$ cat config.mk
export PLATFORM = sky130hd
export DESIGN_NAME = conv11_tile_sched
export DESIGN_NICKNAME = d
export VERILOG_FILES = /design/src/rtl/conv11_tile_sched.sv
export SDC_FILE = /design/constraint.sdc
export NUM_CORES = 1
export LEC_CHECK = 0
export BUFFER_PORTS_ARGS = -buffer_cell sky130_fd_sc_hd__buf_2
export CELL_PAD_IN_SITES_DETAIL_PLACEMENT = 1
export CELL_PAD_IN_SITES_GLOBAL_PLACEMENT = 1
export CORE_ASPECT_RATIO = 0.75
export CORE_MARGIN = 2
export CORE_UTILIZATION = 40
export DETAILED_ROUTE_END_ITERATION = 10
export PLACE_DENSITY = 0.86
export SYNTH_ARGS = -nofsm -noshare
export SYNTH_HDL_FRONTEND = slang
export SYNTH_SLANG_ARGS = --single-unit
export TNS_END_PERCENT = 30
$ cat constraint.sdc
create_clock -name clk -period 3.44 [get_ports clk]
set_input_delay 0.344 -clock clk [delete_from_list [all_inputs] [get_ports clk]]
set_output_delay 0.344 -clock clk [all_outputs]
set_load 0.01 [all_outputs]
$ cat src/rtl/conv11_tile_sched.sv
// Sequencer for the 1x1 conv engine: oc tile -> pixel -> ic tile loops.
// Optional perf counters enabled by defining CONV11_SCHED_PERF_EN.
module conv11_tile_sched #(
   parameter int PIX_W  = 12,
   parameter int TILE_W = 4
) (
   input  logic              clk,
   input  logic              rst,
   input  logic              start,
   input  logic [PIX_W-1:0]  cfg_pixels,
   input  logic [TILE_W-1:0] cfg_ic_tiles,
   input  logic [TILE_W-1:0] cfg_oc_tiles,
   output logic              busy,
   output logic              done,
   output logic              err_cfg,
   output logic              wload_req,
   input  logic              wload_ack,
   output logic [TILE_W-1:0] w_oc_idx,
   output logic              in_load_req,
   input  logic              in_load_ack,
   output logic [PIX_W-1:0]  in_pix_idx,
   output logic [TILE_W-1:0] in_ic_idx,
   output logic              mac_start,
   output logic              mac_first,
   input  logic              mac_done,
   output logic              out_valid,
   input  logic              out_ready,
   output logic [PIX_W-1:0]  out_pix_idx,
   output logic [TILE_W-1:0] out_oc_idx
`ifdef CONV11_SCHED_PERF_EN
   ,
   output logic [31:0]       perf_cycles,
   output logic [31:0]       perf_stall
`endif
);

   typedef enum logic [2:0] {
      S_IDLE,
      S_WLOAD,
      S_ILOAD,
      S_MAC,
      S_OUT,
      S_FIN
   } state_t;

   state_t state_q, state_d;

   logic [PIX_W-1:0]  pixels_q;
   logic [TILE_W-1:0] ic_tiles_q;
   logic [TILE_W-1:0] oc_tiles_q;
   logic [PIX_W-1:0]  pix_q;
   logic [TILE_W-1:0] ic_q;
   logic [TILE_W-1:0] oc_q;

   logic cfg_ok;
   logic accept;
   logic pix_last;
   logic ic_last;
   logic oc_last;

   assign cfg_ok = (cfg_pixels != '0) && (cfg_ic_tiles != '0) &&
                   (cfg_oc_tiles != '0);
   assign accept = (state_q == S_IDLE) && start && cfg_ok;

   // Latched counts are never zero, so cfg-1 cannot underflow.
   assign pix_last = (pix_q == pixels_q - PIX_W'(1));
   assign ic_last  = (ic_q == ic_tiles_q - TILE_W'(1));
   assign oc_last  = (oc_q == oc_tiles_q - TILE_W'(1));

   always_ff @(posedge clk or posedge rst) begin
      if (rst) begin
         state_q <= S_IDLE;
      end else begin
         state_q <= state_d;
      end
   end

   always_comb begin
      state_d = state_q;
      unique case (state_q)
         S_IDLE: begin
            if (accept) state_d = S_WLOAD;
         end
         S_WLOAD: begin
            if (wload_ack) state_d = S_ILOAD;
         end
         S_ILOAD: begin
            if (in_load_ack) state_d = S_MAC;
         end
         S_MAC: begin
            if (mac_done) state_d = ic_last ? S_OUT : S_ILOAD;
         end
         S_OUT: begin
            if (out_ready) begin
               if (!pix_last)     state_d = S_ILOAD;
               else if (!oc_last) state_d = S_WLOAD;
               else               state_d = S_FIN;
            end
         end
         S_FIN: state_d = S_IDLE;
         default: state_d = S_IDLE;
      endcase
   end

   always_ff @(posedge clk or posedge rst) begin
      if (rst) begin
         pixels_q   <= '0;
         ic_tiles_q <= '0;
         oc_tiles_q <= '0;
         pix_q      <= '0;
         ic_q       <= '0;
         oc_q       <= '0;
         err_cfg    <= 1'b0;
         mac_start  <= 1'b0;
         mac_first  <= 1'b0;
      end else begin
         err_cfg   <= (state_q == S_IDLE) && start && !cfg_ok;
         mac_start <= (state_q == S_ILOAD) && in_load_ack;
         mac_first <= (state_q == S_ILOAD) && in_load_ack && (ic_q == '0);
         unique case (state_q)
            S_IDLE: begin
               if (accept) begin
                  pixels_q   <= cfg_pixels;
                  ic_tiles_q <= cfg_ic_tiles;
                  oc_tiles_q <= cfg_oc_tiles;
                  pix_q      <= '0;
                  ic_q       <= '0;
                  oc_q       <= '0;
               end
            end
            S_MAC: begin
               if (mac_done) ic_q <= ic_last ? '0 : ic_q + 1'b1;
            end
            S_OUT: begin
               if (out_ready) begin
                  if (pix_last) begin
                     pix_q <= '0;
                     if (!oc_last) oc_q <= oc_q + 1'b1;
                  end else begin
                     pix_q <= pix_q + 1'b1;
                  end
               end
            end
            default: ;
         endcase
      end
   end

   // Handshake levels decode straight from state so reset drops them at once.
   assign busy        = (state_q != S_IDLE);
   assign done        = (state_q == S_FIN);
   assign wload_req   = (state_q == S_WLOAD);
   assign in_load_req = (state_q == S_ILOAD);
   assign out_valid   = (state_q == S_OUT);
   assign w_oc_idx    = oc_q;
   assign in_pix_idx  = pix_q;
   assign in_ic_idx   = ic_q;
   assign out_pix_idx = pix_q;
   assign out_oc_idx  = oc_q;

`ifdef CONV11_SCHED_PERF_EN
   logic req_seen;
   logic stall;

   assign stall = ((state_q == S_OUT) && !out_ready) ||
                  (((state_q == S_WLOAD) || (state_q == S_ILOAD)) &&
                   req_seen);

   always_ff @(posedge clk or posedge rst) begin
      if (rst) begin
         req_seen    <= 1'b0;
         perf_cycles <= '0;
         perf_stall  <= '0;
      end else begin
         // Set once a request has been up a full cycle without its ack.
         req_seen <= ((state_q == S_WLOAD) && !wload_ack) ||
                     ((state_q == S_ILOAD) && !in_load_ack);
         if (accept) begin
            perf_cycles <= '0;
            perf_stall  <= '0;
         end else begin
            if (busy)  perf_cycles <= perf_cycles + 32'd1;
            if (stall) perf_stall  <= perf_stall + 32'd1;
         end
      end
   end
`endif

endmodule

# [Word-level counts from Yosys, hierarchy flattened]
# Cells that the tools add are included.
[op_classes] reduce_logical=21 n_mux=21 n_eq_ne=15 addsub=6
[ops] operator="$mux 12" n=3
[ops] operator="$mux 3" n=8
[ops] operator="$mux 4" n=6
[ops] operator="$pmux 12 s2" n=1
[ops] operator="$pmux 4 s2" n=2
[ops] operator="$pmux 3 s5" n=1
[ops] operator="$add 12x1->12 const B" n=1
[ops] operator="$eq 12x12->1" n=1
[ops] operator="$reduce_bool 12->1" n=1
[ops] operator="$sub 12x1->12 const B" n=1
[ops] operator="$reduce_and 5->1" n=2
[ops] operator="$add 4x1->4 const B" n=2
[ops] operator="$eq 4x4->1" n=2
[ops] operator="$ne 2x1->1 const B" n=4
[ops] operator="$reduce_bool 4->1" n=2
[ops] operator="$sub 4x1->4 const B" n=2
[ops] operator="$logic_and 1x1->1" n=7
[ops] operator="$eq 3x2->1 const B" n=2
[ops] operator="$eq 3x3->1 const B" n=2
[ops] operator="$ne 2x2->1 const B" n=3
[ops] operator="$reduce_and 3->1" n=2
[ops] operator="$logic_not 4->1" n=1
[ops] operator="$reduce_bool 2->1" n=2
[ops] operator="$eq 3x1->1 const B" n=1
[ops] operator="4 further kinds" n=4
[word_totals] inputBits=27 elab_cells=73 regBits=46 output_inout_bits=44

# [Depth between registers and ports, before layout]
# Gate-level depths: netlist of run 1.
[depth] depth_word=6 depth_mapped=13 depth_no_buf=9

# [Least setup slack after synthesis of run 1]
# OpenSTA, ideal clock, no wires.
[synth_timing] path_type="register -> register" start="register pixels_q[0]" end="register pix_q[10] (netlist: in_pix_idx[10])" required_ps=3303 setup_ps=137 arrival_ps=2684 synth_period_minus_slack_ps=2821 path_stages_with_launch=14 path_buffers=4 path_slack_ps=619 path_cell_list="dfrtp_1 -> clkbuf_1 -> inv_1 -> ha_1 -> clkbuf_1 -> o21bai_1 -> a311oi_1 -> nand3_1 -> a211oi_1 -> and4b_1 -> buf_2 -> nand2b_1 -> buf_2 -> a21oi_1"
[synth_via] elab_chain_cells=5
[synth_lines] item="start, declared" line="48" source="logic [PIX_W-1:0] pixels_q;"
[synth_lines] item="start signal, assigned" line="123" source="pixels_q <= cfg_pixels;"
[synth_lines] item="$sub 12x1->12" line="66" source="assign pix_last = (pix_q == pixels_q - PIX_W'(1));"
[synth_lines] item="$eq 12x12->1" line="66"
[synth_lines] item="$mux 12" line="136" source="if (pix_last) begin"
[synth_lines] item="$mux 12" line="135" source="if (out_ready) begin"
[synth_lines] item="$pmux 12 s2" line="120" source="unique case (state_q)"
[synth_lines] item="end signal, assigned" line="140" source="pix_q <= pix_q + 1'b1;"
[synth_lines] item="end, declared" line="51" source="logic [PIX_W-1:0] pix_q;"
# Every way passes these cells. The select of a mux whose other input is x is not followed.
# A chain may end at the register's enable or synchronous reset.

# [Final worst setup path of run 1]
# Ends and elaborated chain as after synthesis.

==> results.cfg, run 1 <==
[drt]
drc = 0
routed_wl_um = 8210
drt_iter0_drc = 165
avgViaCountPerCell = 5.40
vias = 2685
drt_pre_antenna_iters = 4
ant_nets = 0
wl_per_cell_um = 16.5

[sta]
slew_headroom_pct = 36.1
fin_crit_ns = 2.94
drv_slew = 0
rsz0062_at_grt = false
clock_skew_ns = 0.0104
hold_slack_ns = 0.230
worst_pin_slew_ns = 0.957
finalHoldViolations = 0
max_freq_mhz = 340
timing.final.ws_setup_ns = 0.498
report.final.setup_viol = 0
fin_crit_sh_pct = 85.5
setup-tns-final_ns = 0

[logic_synthesis]
synthAdderAreaFrac_pct = 2.90
synth_top_family_by_area = simple AND/OR/NAND/NOR gates
synth_nets = 382
synthTopCellsByArea = dfrtp_1 38%, nand2_1 8.2%, xnor2_1 6.1%, buf_4 4.0%, xor2_1 3.2%
yosys.area.top_type = dfrtp_1
seq_area_frac_synth_pct = 38.2
synth_edf_count = 0
ys_warn_count = 0
synth_most_common_cell = nand2_1
synth_commonest_cells = 66 x nand2_1, 46 x dfrtp_1, 21 x xnor2_1
synth_compound_area_share_pct = 14.2
dominantRegCellSynth = dfrtp_1
synthCells = 348
synth_cell_types = 56
synth_area_per_cell_um2 = 8.66
synth-async-reset-ratio_pct = 100
yosys.area_share.simple_pct = 26.6
synth_mux_area_share_pct = 0.664
synth_area_um2 = 3020
synth_xor_area_share_pct = 9.29
synth.top_cell.area_share_pct = 38.2
ys_ff_latch = 46

[placed_design]
pre_cts_slack_ns = 0.517
portBuffers = 70
dp.cells = 489
gp_congestion = 0.904
placed_area_um2 = 3320
dpl.hpwl_um = 6140

[clock_tree]
holdBufCountCts = 0
clk_pin_slew_ns = 0.09
numCtsBuffers = 5
cts-root-buf = clkbuf_8
post_cts_resized = 0
post_cts_buffers = 0
insertion_delay_ns = 0.32
cts_num_sinks = 46
tritoncts = built
htree_levels = 2
cts_max_path_buffers = 2

[global_routing]
grt_max_degree = 47
overflow = 0
grt_first_pass_wirelength_um = 13600
antenna_found_initial = 0
grt.total_usage_pct = 20.9
grt_pass1_vias = 2627

[power]
p_comb_share_pct = 43.7
p_int_mw = 1.41
cellPowerDensity_nw_per_um2 = 732
p_clk_share_pct = 16.5
p_switching_mw = 1.09
switching_share_pct = 43.6
p_seq_share_pct = 39.8
ir_worst_vdd_mv = 0.256
power.total_mw = 2.51
p_leak_nw = 1.60

[finish]
fin_area_um2 = 3430
area_growth_pct = 13.7
nFillCells = 911
n_antenna_cell = 0
finalNetCount = 429
post-route-util_pct = 46.7
post_layout_nonfiller_instances = 497
drive_above_1_share_pct = 23.7

[run]
maxCapViolCount = 0

[critical_path]
crit_family = compound AO/OA/AOI/OAI gates
cp-start-kind = flip-flop
slowest_stage = dfrtp_1
cp.required_ns = 3.62
critPathArrivalTime_ns = 3.12
cp-end-kind = flip-flop
slowest_delay_ns = 0.53
critPathKind = flip-flop to flip-flop
path_cells = inv_1 > ha_1 > o21bai_1 > a311oi_1 > nand3_1 > a211oi_1 > and4b_1 > nand2b_1 > a21oi_1
worstPathMaxFanout = 13
worst-path-buf-inv = 1

[floorplanning]
fp.coreArea_um2 = 7330
ios = 71
dieArea_um2 = 8260
fp-row-count = 27
die_w_um = 104
start_util_pct = 41.1
die_h_um = 79.2

[worst_hold_path]
hold_path.class = input port to async pin

[outcome]
status = completed
[power by group through the flow]
stage	clock, mW	combinational, mW	sequential [mW]
after floorplan	0	0.900	0.890
after global placement	0	1.04	0.986
after detailed placement	0	1.09	1.00
after CTS	0.425	1.10	0.991
after global routing	0.443	1.23	1.03
final	0.413	1.10	0.997
[path summary, 6_finish.rpt]
path,endpoint,cells after the start,slack [ns],from
worst min-delay path,in_pix_idx[4]$_DFFE_PP0P_,2,0.23,rst
worst max-delay path,in_pix_idx[10]$_DFFE_PP0P_,9,0.50,pixels_q[0]$_DFFE_PP0P_
max in group asynchronous,pixels_q[11]$_DFFE_PP0P_,2,2.59,rst
min in group clk,ic_tiles_q[2]$_DFFE_PP0P_,3,0.23,cfg_ic_tiles[2]
worst max register to register,in_pix_idx[10]$_DFFE_PP0P_,9,0.50,pixels_q[0]$_DFFE_PP0P_
worst min register to register,oc_tiles_q[3]$_DFFE_PP0P_,2,0.51,oc_tiles_q[3]$_DFFE_PP0P_
[cell usage in the layout, fill, tap and decap left out, drive strengths merged, types with 4 or more instances in the layout]
master,instances
nand4,8
buf,72
xor2,11
ha,7
a21oi,17
nor3,10
nand2b,4
o31ai,4
o211ai,6
inv,14
nand2,67
nor4,10
nor2,12
nand3,14
o21ai,14
dfrtp,46
or3,6
xnor2,21
clkbuf,5
and2,4
nor2b,5
[per-layer routing]
layer	wire (µm)	GRT usage [%]	part of all wire (%)
met3	525	3.53	6.4
met1	4150	30.4	51
met2	3400	31.6	41
met5	0	0	0
met4	128	6.89	1.6
[logic make-up (layout without fill, tap and decap cells)]
family	after synthesis	after routing
AND/OR/NAND/NOR	152	152
XOR/XNOR	32	32
AO/OA/AOI/OAI	62	62
multiplexers	2	2
adder cells (fa/ha/maj)	7	7
buffers and inverters	47	95
flip-flops	46	46
[area by class of cell]
cell class                 count  area, µm²  area share (%)
multi-input combinational    255       1620            47.2
sequential                    46       1150            33.6
timing repair buffer          72        365            10.7
tap                          101        126            3.69
clock buffer                   5       68.8            2.01
inverter                      15       56.3            1.64
clock inverter                 3       40.0            1.17
[state kept, by name, summed over array words and instances, names as in the netlist]
name	count
in_pix_idx	12
out_oc_idx	4
ic_tiles_q	4
err_cfg	1
in_ic_idx	4
oc_tiles_q	4
mac_first	1
pixels_q	12
state_q	3
mac_start	1
(Power assumes the default switching activity.)
==> inputs of run 2 (changes only) <==
--- a/config.mk
+++ b/config.mk
@@ -9,7 +9,6 @@
 export CELL_PAD_IN_SITES_DETAIL_PLACEMENT = 1
 export CELL_PAD_IN_SITES_GLOBAL_PLACEMENT = 1
 export CORE_ASPECT_RATIO = 0.75
-export CORE_MARGIN = 2
 export CORE_UTILIZATION = 40
 export DETAILED_ROUTE_END_ITERATION = 10
 export PLACE_DENSITY = 0.86
==> results.cfg, run 2 (synthesized netlist as in run 1, its figures left out) <==
[outcome]
status = completed

[critical_path]
critPathKind = flip-flop to flip-flop
critPathArrivalTime_ns = 3.19
rr_endpoint = out_oc_idx[3]$_DFFE_PP0P_
reg2reg_slack_ns = 0.48
cp.required_ns = 3.67
cp-end-kind = flip-flop
reg2regPathDepth = 9
rr_startpoint = pixels_q[0]$_DFFE_PP0P_
worstPathMaxFanout = 13
cp-start-kind = flip-flop

[finish]
area_growth_pct = 12.6
final_common_cell = buf_2
n_antenna_cell = 0
mostFrequentLayoutCells = 70 x buf_2, 66 x nand2_1, 46 x dfrtp_1, 21 x xnor2_1, 15 x a21oi_1
drive_above_1_share_pct = 23.0
finalNetCount = 429
nFillCells = 910

[clock_tree]
numCtsBuffers = 5
htree_levels = 2
cts-root-buf = clkbuf_8
clk_pin_slew_ns = 0.08
post_cts_buffers = 0
holdBufCountCts = 0
post_cts_resized = 0
tritoncts = built
insertion_delay_ns = 0.30
cts_max_path_buffers = 2
cts_num_sinks = 46

[floorplanning]
die_h_um = 77.2
fp-row-count = 27
ios = 71
dieArea_um2 = 7890
start_util_pct = 41.1
die_w_um = 102
fp.coreArea_um2 = 7330

[power]
ir_worst_vdd_mv = 0.279
cellPowerDensity_nw_per_um2 = 710
power.total_mw = 2.41
p_leak_nw = 1.58

[global_routing]
grt_max_degree = 47
grt_first_pass_wirelength_um = 13600
overflow = 0
grt.total_usage_pct = 22.4
antenna_found_initial = 0
grt_pass1_vias = 2632

[sta]
report.final.setup_viol = 0
drv_slew = 0
timing.final.ws_setup_ns = 0.477
worst_pin_slew_ns = 0.995
fin_crit_ns = 2.96
slew_headroom_pct = 33.6
fin_crit_sh_pct = 86.1
finalHoldViolations = 0
hold_slack_ns = 0.252
rsz0062_at_grt = false
clock_skew_ns = 0.00406
max_freq_mhz = 337
setup-tns-final_ns = 0

[placed_design]
gp_congestion = 0.868
pre_cts_slack_ns = 0.568
portBuffers = 70
dpl.hpwl_um = 6230

[drt]
ant_nets = 0
drt_pre_antenna_iters = 4
drc = 0
avgViaCountPerCell = 5.46
routed_wl_um = 8240
vias = 2710
drt_iter0_drc = 183
wl_per_cell_um = 16.6

[worst_hold_path]
hold-path-endpoint = pixels_q[4]$_DFFE_PP0P_
min-delay-start = cfg_pixels[4]
min_path_cells = 3
hold_path.class = input port to flip-flop

[run]
maxCapViolCount = 0
==> run 2: cell count changes in the layout (fill, tap and decap cells not counted) <==
cell	change
clkinv_2	-2
clkbuf_1	+2
bufinv_16	-1
==> run 2: where the power goes <==
| group | internal, mW | total [mW] | switching (mW) |
|---|---|---|---|
| logic | 0.490 | 1.09 | 0.601 |
| registers | 0.711 | 0.998 | 0.287 |
| clock network | 0.140 | 0.319 | 0.179 |
| total | 1.34 | 2.41 | 1.07 |
==> run 2: routing by layer <==
layer  global-route usage (%)  up-vias  wire length, µm
li1                         -     1297                -
met1                     34.0     1333             4240
met2                     32.1       69             3530
met3                     3.83       11              381
met4                     6.43        0               98
met5                        0        -                0
==> run 2: how the worst max path moves through the flow <==
stage | start | depth (start not counted) | end
finish | pixels_q[0]$_DFFE_PP0P_ | 9 | out_oc_idx[3]$_DFFE_PP0P_
global route | pixels_q[0]$_DFFE_PP0P_ | 9 | in_pix_idx[10]$_DFFE_PP0P_
CTS | pixels_q[0]$_DFFE_PP0P_ | 9 | out_oc_idx[3]$_DFFE_PP0P_
detailed placement | pixels_q[0]$_DFFE_PP0P_ | 9 | out_oc_idx[3]$_DFFE_PP0P_
global placement | pixels_q[0]$_DFFE_PP0P_ | 9 | in_pix_idx[8]$_DFFE_PP0P_
floorplan | pixels_q[0]$_DFFE_PP0P_ | 13 | in_pix_idx[10]$_DFFE_PP0P_
==> run 2: through the flow <==
stage / instances / util, % / instance area, µm²
2_1_floorplan: 348 / - / 3020
3_3_place_gp: 489 / 45.3 / 3320
3_5_place_dp: 489 / 45.3 / 3320
4_1_cts: 496 / 46.3 / 3390
5_1_grt: 496 / 46.3 / 3390
6_report: 496 / 46.3 / 3390
==> run 2: worst max-delay path, stage by stage, from the launching register on <==
cell,delay (ns)
dfrtp_1,0.56
inv_1,0.15
ha_1,0.38
o21bai_1,0.26
a311oi_1,0.28
nand3_1,0.11
a211oi_1,0.36
nand4_2,0.25
or3_1,0.40
a21oi_1,0.14
==> run 2: area by class of cell <==
type	count	area [µm²]	area share [%]
multi-input combinational	255	1620	47.7
sequential	46	1150	33.9
timing repair buffer	72	365	10.8
tap	101	126	3.72
clock buffer	7	76.3	2.25
inverter	15	56.3	1.66
==> inputs of run 3 (changes only) <==
--- a/config.mk
+++ b/config.mk
@@ -9,9 +9,9 @@
 export CELL_PAD_IN_SITES_DETAIL_PLACEMENT = 1
 export CELL_PAD_IN_SITES_GLOBAL_PLACEMENT = 1
 export CORE_ASPECT_RATIO = 0.75
-export CORE_UTILIZATION = 40
+export CORE_UTILIZATION = 36
 export DETAILED_ROUTE_END_ITERATION = 10
-export PLACE_DENSITY = 0.86
+export PLACE_DENSITY = 0.82
 export SYNTH_ARGS = -nofsm -noshare
 export SYNTH_HDL_FRONTEND = slang
 export SYNTH_SLANG_ARGS = --single-unit
==> constraint.sdc (replaced) <==
create_clock -name clk -period 2.6 [get_ports clk]
set_input_delay 0.26 -clock clk [delete_from_list [all_inputs] [get_ports clk]]
set_output_delay 0.26 -clock clk [all_outputs]
set_load 0.01 [all_outputs]
==> results.cfg, run 3 (synthesized netlist as in run 1, its figures left out) <==
[finish]
drive_above_1_share_pct = 26.8
multi_input_area_um2 = 1640
area_growth_pct = 17.8
finalNetCount = 443
final_common_cell = buf_2
nFillCells = 999
mostFrequentLayoutCells = 70 x buf_2, 66 x nand2_1, 46 x dfrtp_1, 21 x xnor2_1, 16 x buf_4
regArea_um2 = 1150
n_antenna_cell = 0
fin_area_um2 = 3550

[placed_design]
gp_congestion = 0.932
portBuffers = 70
dpl.hpwl_um = 6510
placed_area_um2 = 3430

[floorplanning]
ios = 71
fp.coreArea_um2 = 7990
die_h_um = 81.3
start_util_pct = 37.8
die_w_um = 108
fp-row-count = 28
dieArea_um2 = 8750

[worst_hold_path]
hold-path-endpoint = pixels_q[6]$_DFFE_PP0P_
min_path_cells = 3
hold_path.class = input port to flip-flop
min-delay-start = cfg_pixels[6]

[drt]
avgViaCountPerCell = 5.32
drc = 0
wl_per_cell_um = 16.3
routed_wl_um = 8400
drt_pre_antenna_iters = 4
vias = 2739
ant_nets = 0
drt_iter0_drc = 102

[clock_tree]
cts_max_path_buffers = 2
numCtsBuffers = 5
htree_levels = 2
cts-root-buf = clkbuf_8
clk_pin_slew_ns = 0.09
holdBufCountCts = 0
insertion_delay_ns = 0.30
tritoncts = built
cts_num_sinks = 46

[sta]
hold_slack_ns = 0.174
fin_crit_sh_pct = 96.3
rsz0062_at_grt = false
clock_skew_ns = 0.0125
report.final.setup_viol = 0
finalHoldViolations = 0
worst_pin_slew_ns = 0.979
fin_crit_ns = 2.50
slew_headroom_pct = 34.6
setup-tns-final_ns = 0
drv_slew = 0
max_freq_mhz = 399

[global_routing]
antenna_found_initial = 0
grt_first_pass_wirelength_um = 13700
grt_pass1_vias = 2678
grt_use_met3_pct = 3.29
grt.met1_usage_pct = 30.7
grt.total_usage_pct = 20.5
overflow = 0
grt_max_degree = 47
grtUsageMet2_pct = 31.0
busiest_layer = met2

[outcome]
status = completed

[critical_path]
reg2reg_slack_ns = 0.1
critPathKind = flip-flop to flip-flop
cp.required_ns = 2.82
cp-end-kind = flip-flop
rr_startpoint = state_q[1]$_DFFE_PP0P_
cp-start-kind = flip-flop
reg2regPathDepth = 7
worstPathMaxFanout = 9
rr_endpoint = out_oc_idx[3]$_DFFE_PP0P_
critPathArrivalTime_ns = 2.73

[power]
cellPowerDensity_nw_per_um2 = 958
p_leak_nw = 1.67
ir_worst_vdd_mv = 0.377

[run]
maxCapViolCount = 0
-- run 3: cell types whose count changed in the layout (fill, tap and decap cells not counted) --
| cell | delta |
|---|---|
| a2111oi_0 | -1 |
| a2111oi_1 | +1 |
| a211oi_1 | -1 |
| a211oi_2 | +1 |
| buf_4 | +14 |
| bufinv_16 | +1 |
| ha_1 | -1 |
| ha_2 | +1 |
| nand2b_1 | -1 |
| nand2b_2 | +1 |
| nor4b_1 | -1 |
| nor4b_2 | +1 |
-- run 3: worst max-delay path, stage by stage (launching register included) --
cell	delay, ns
dfrtp_1	0.47
or4b_4	0.63
nor3_4	0.28
nand2_4	0.11
a21oi_2	0.19
nand4_2	0.18
or3_1	0.39
a21oi_1	0.17
-- run 3: how the worst max path moves through the flow --
stage                                  startpoint                         end  slack (ns)  cells past startpoint
after global routing       state_q[1]$_DFFE_PP0P_   out_oc_idx[3]$_DFFE_PP0P_        0.01                      7
after global placement     state_q[1]$_DFFE_PP0P_   out_oc_idx[3]$_DFFE_PP0P_        0.22                      7
final                      state_q[1]$_DFFE_PP0P_   out_oc_idx[3]$_DFFE_PP0P_         0.1                      7
after CTS                  state_q[1]$_DFFE_PP0P_   out_oc_idx[3]$_DFFE_PP0P_        0.09                      7
after floorplan           pixels_q[0]$_DFFE_PP0P_  in_pix_idx[10]$_DFFE_PP0P_        0.02                     13
after detailed placement  pixels_q[1]$_DFFE_PP0P_   out_oc_idx[3]$_DFFE_PP0P_        0.09                     10
-- run 3: stage by stage --
stage               utilization (%)  cells  setup slack, ns  power (mW)
global placement               42.9    506            0.215        2.78
detailed placement             42.9    506           0.0929        2.87
floorplan                         -    348           0.0187        2.39
finish                         44.5    515           0.0962        3.40
global route                   44.5    515           0.0141        3.69
CTS                            44.2    514           0.0901        3.41
-- run 3: per-layer routing --
metal / up-vias / wire length [µm]
met5: - / 0
met4: 0 / 48
met3: 5 / 497
met2: 81 / 3550
met1: 1324 / 4310
li1: 1329 / -
-- run 3: report_power, final --
| part | leakage (nW) | internal (mW) | switching, mW |
|---|---|---|---|
| logic | 1.02 | 0.725 | 0.886 |
| clock network | 0.0524 | 0.288 | 0.239 |
| registers | 0.597 | 0.941 | 0.324 |
| total | 1.67 | 1.95 | 1.45 |
-- run 3: area by class of cell --
class	instances	share of cell area, %
repair buffers	86	13.2
clock buffers	7	2.15
multi-input cells	255	46.1
well taps	105	3.70
inverters	15	1.59
flip-flops and latches	46	32.4
clock inverters	1	0.845
-- run 3: what timing repair did --
| item | in CTS | in global routing |
|---|---|---|
| setup buffers | 0 | 1 |
| gates resized for setup | 0 | 4 |
| setup endpoints to repair | 0 | 11 |
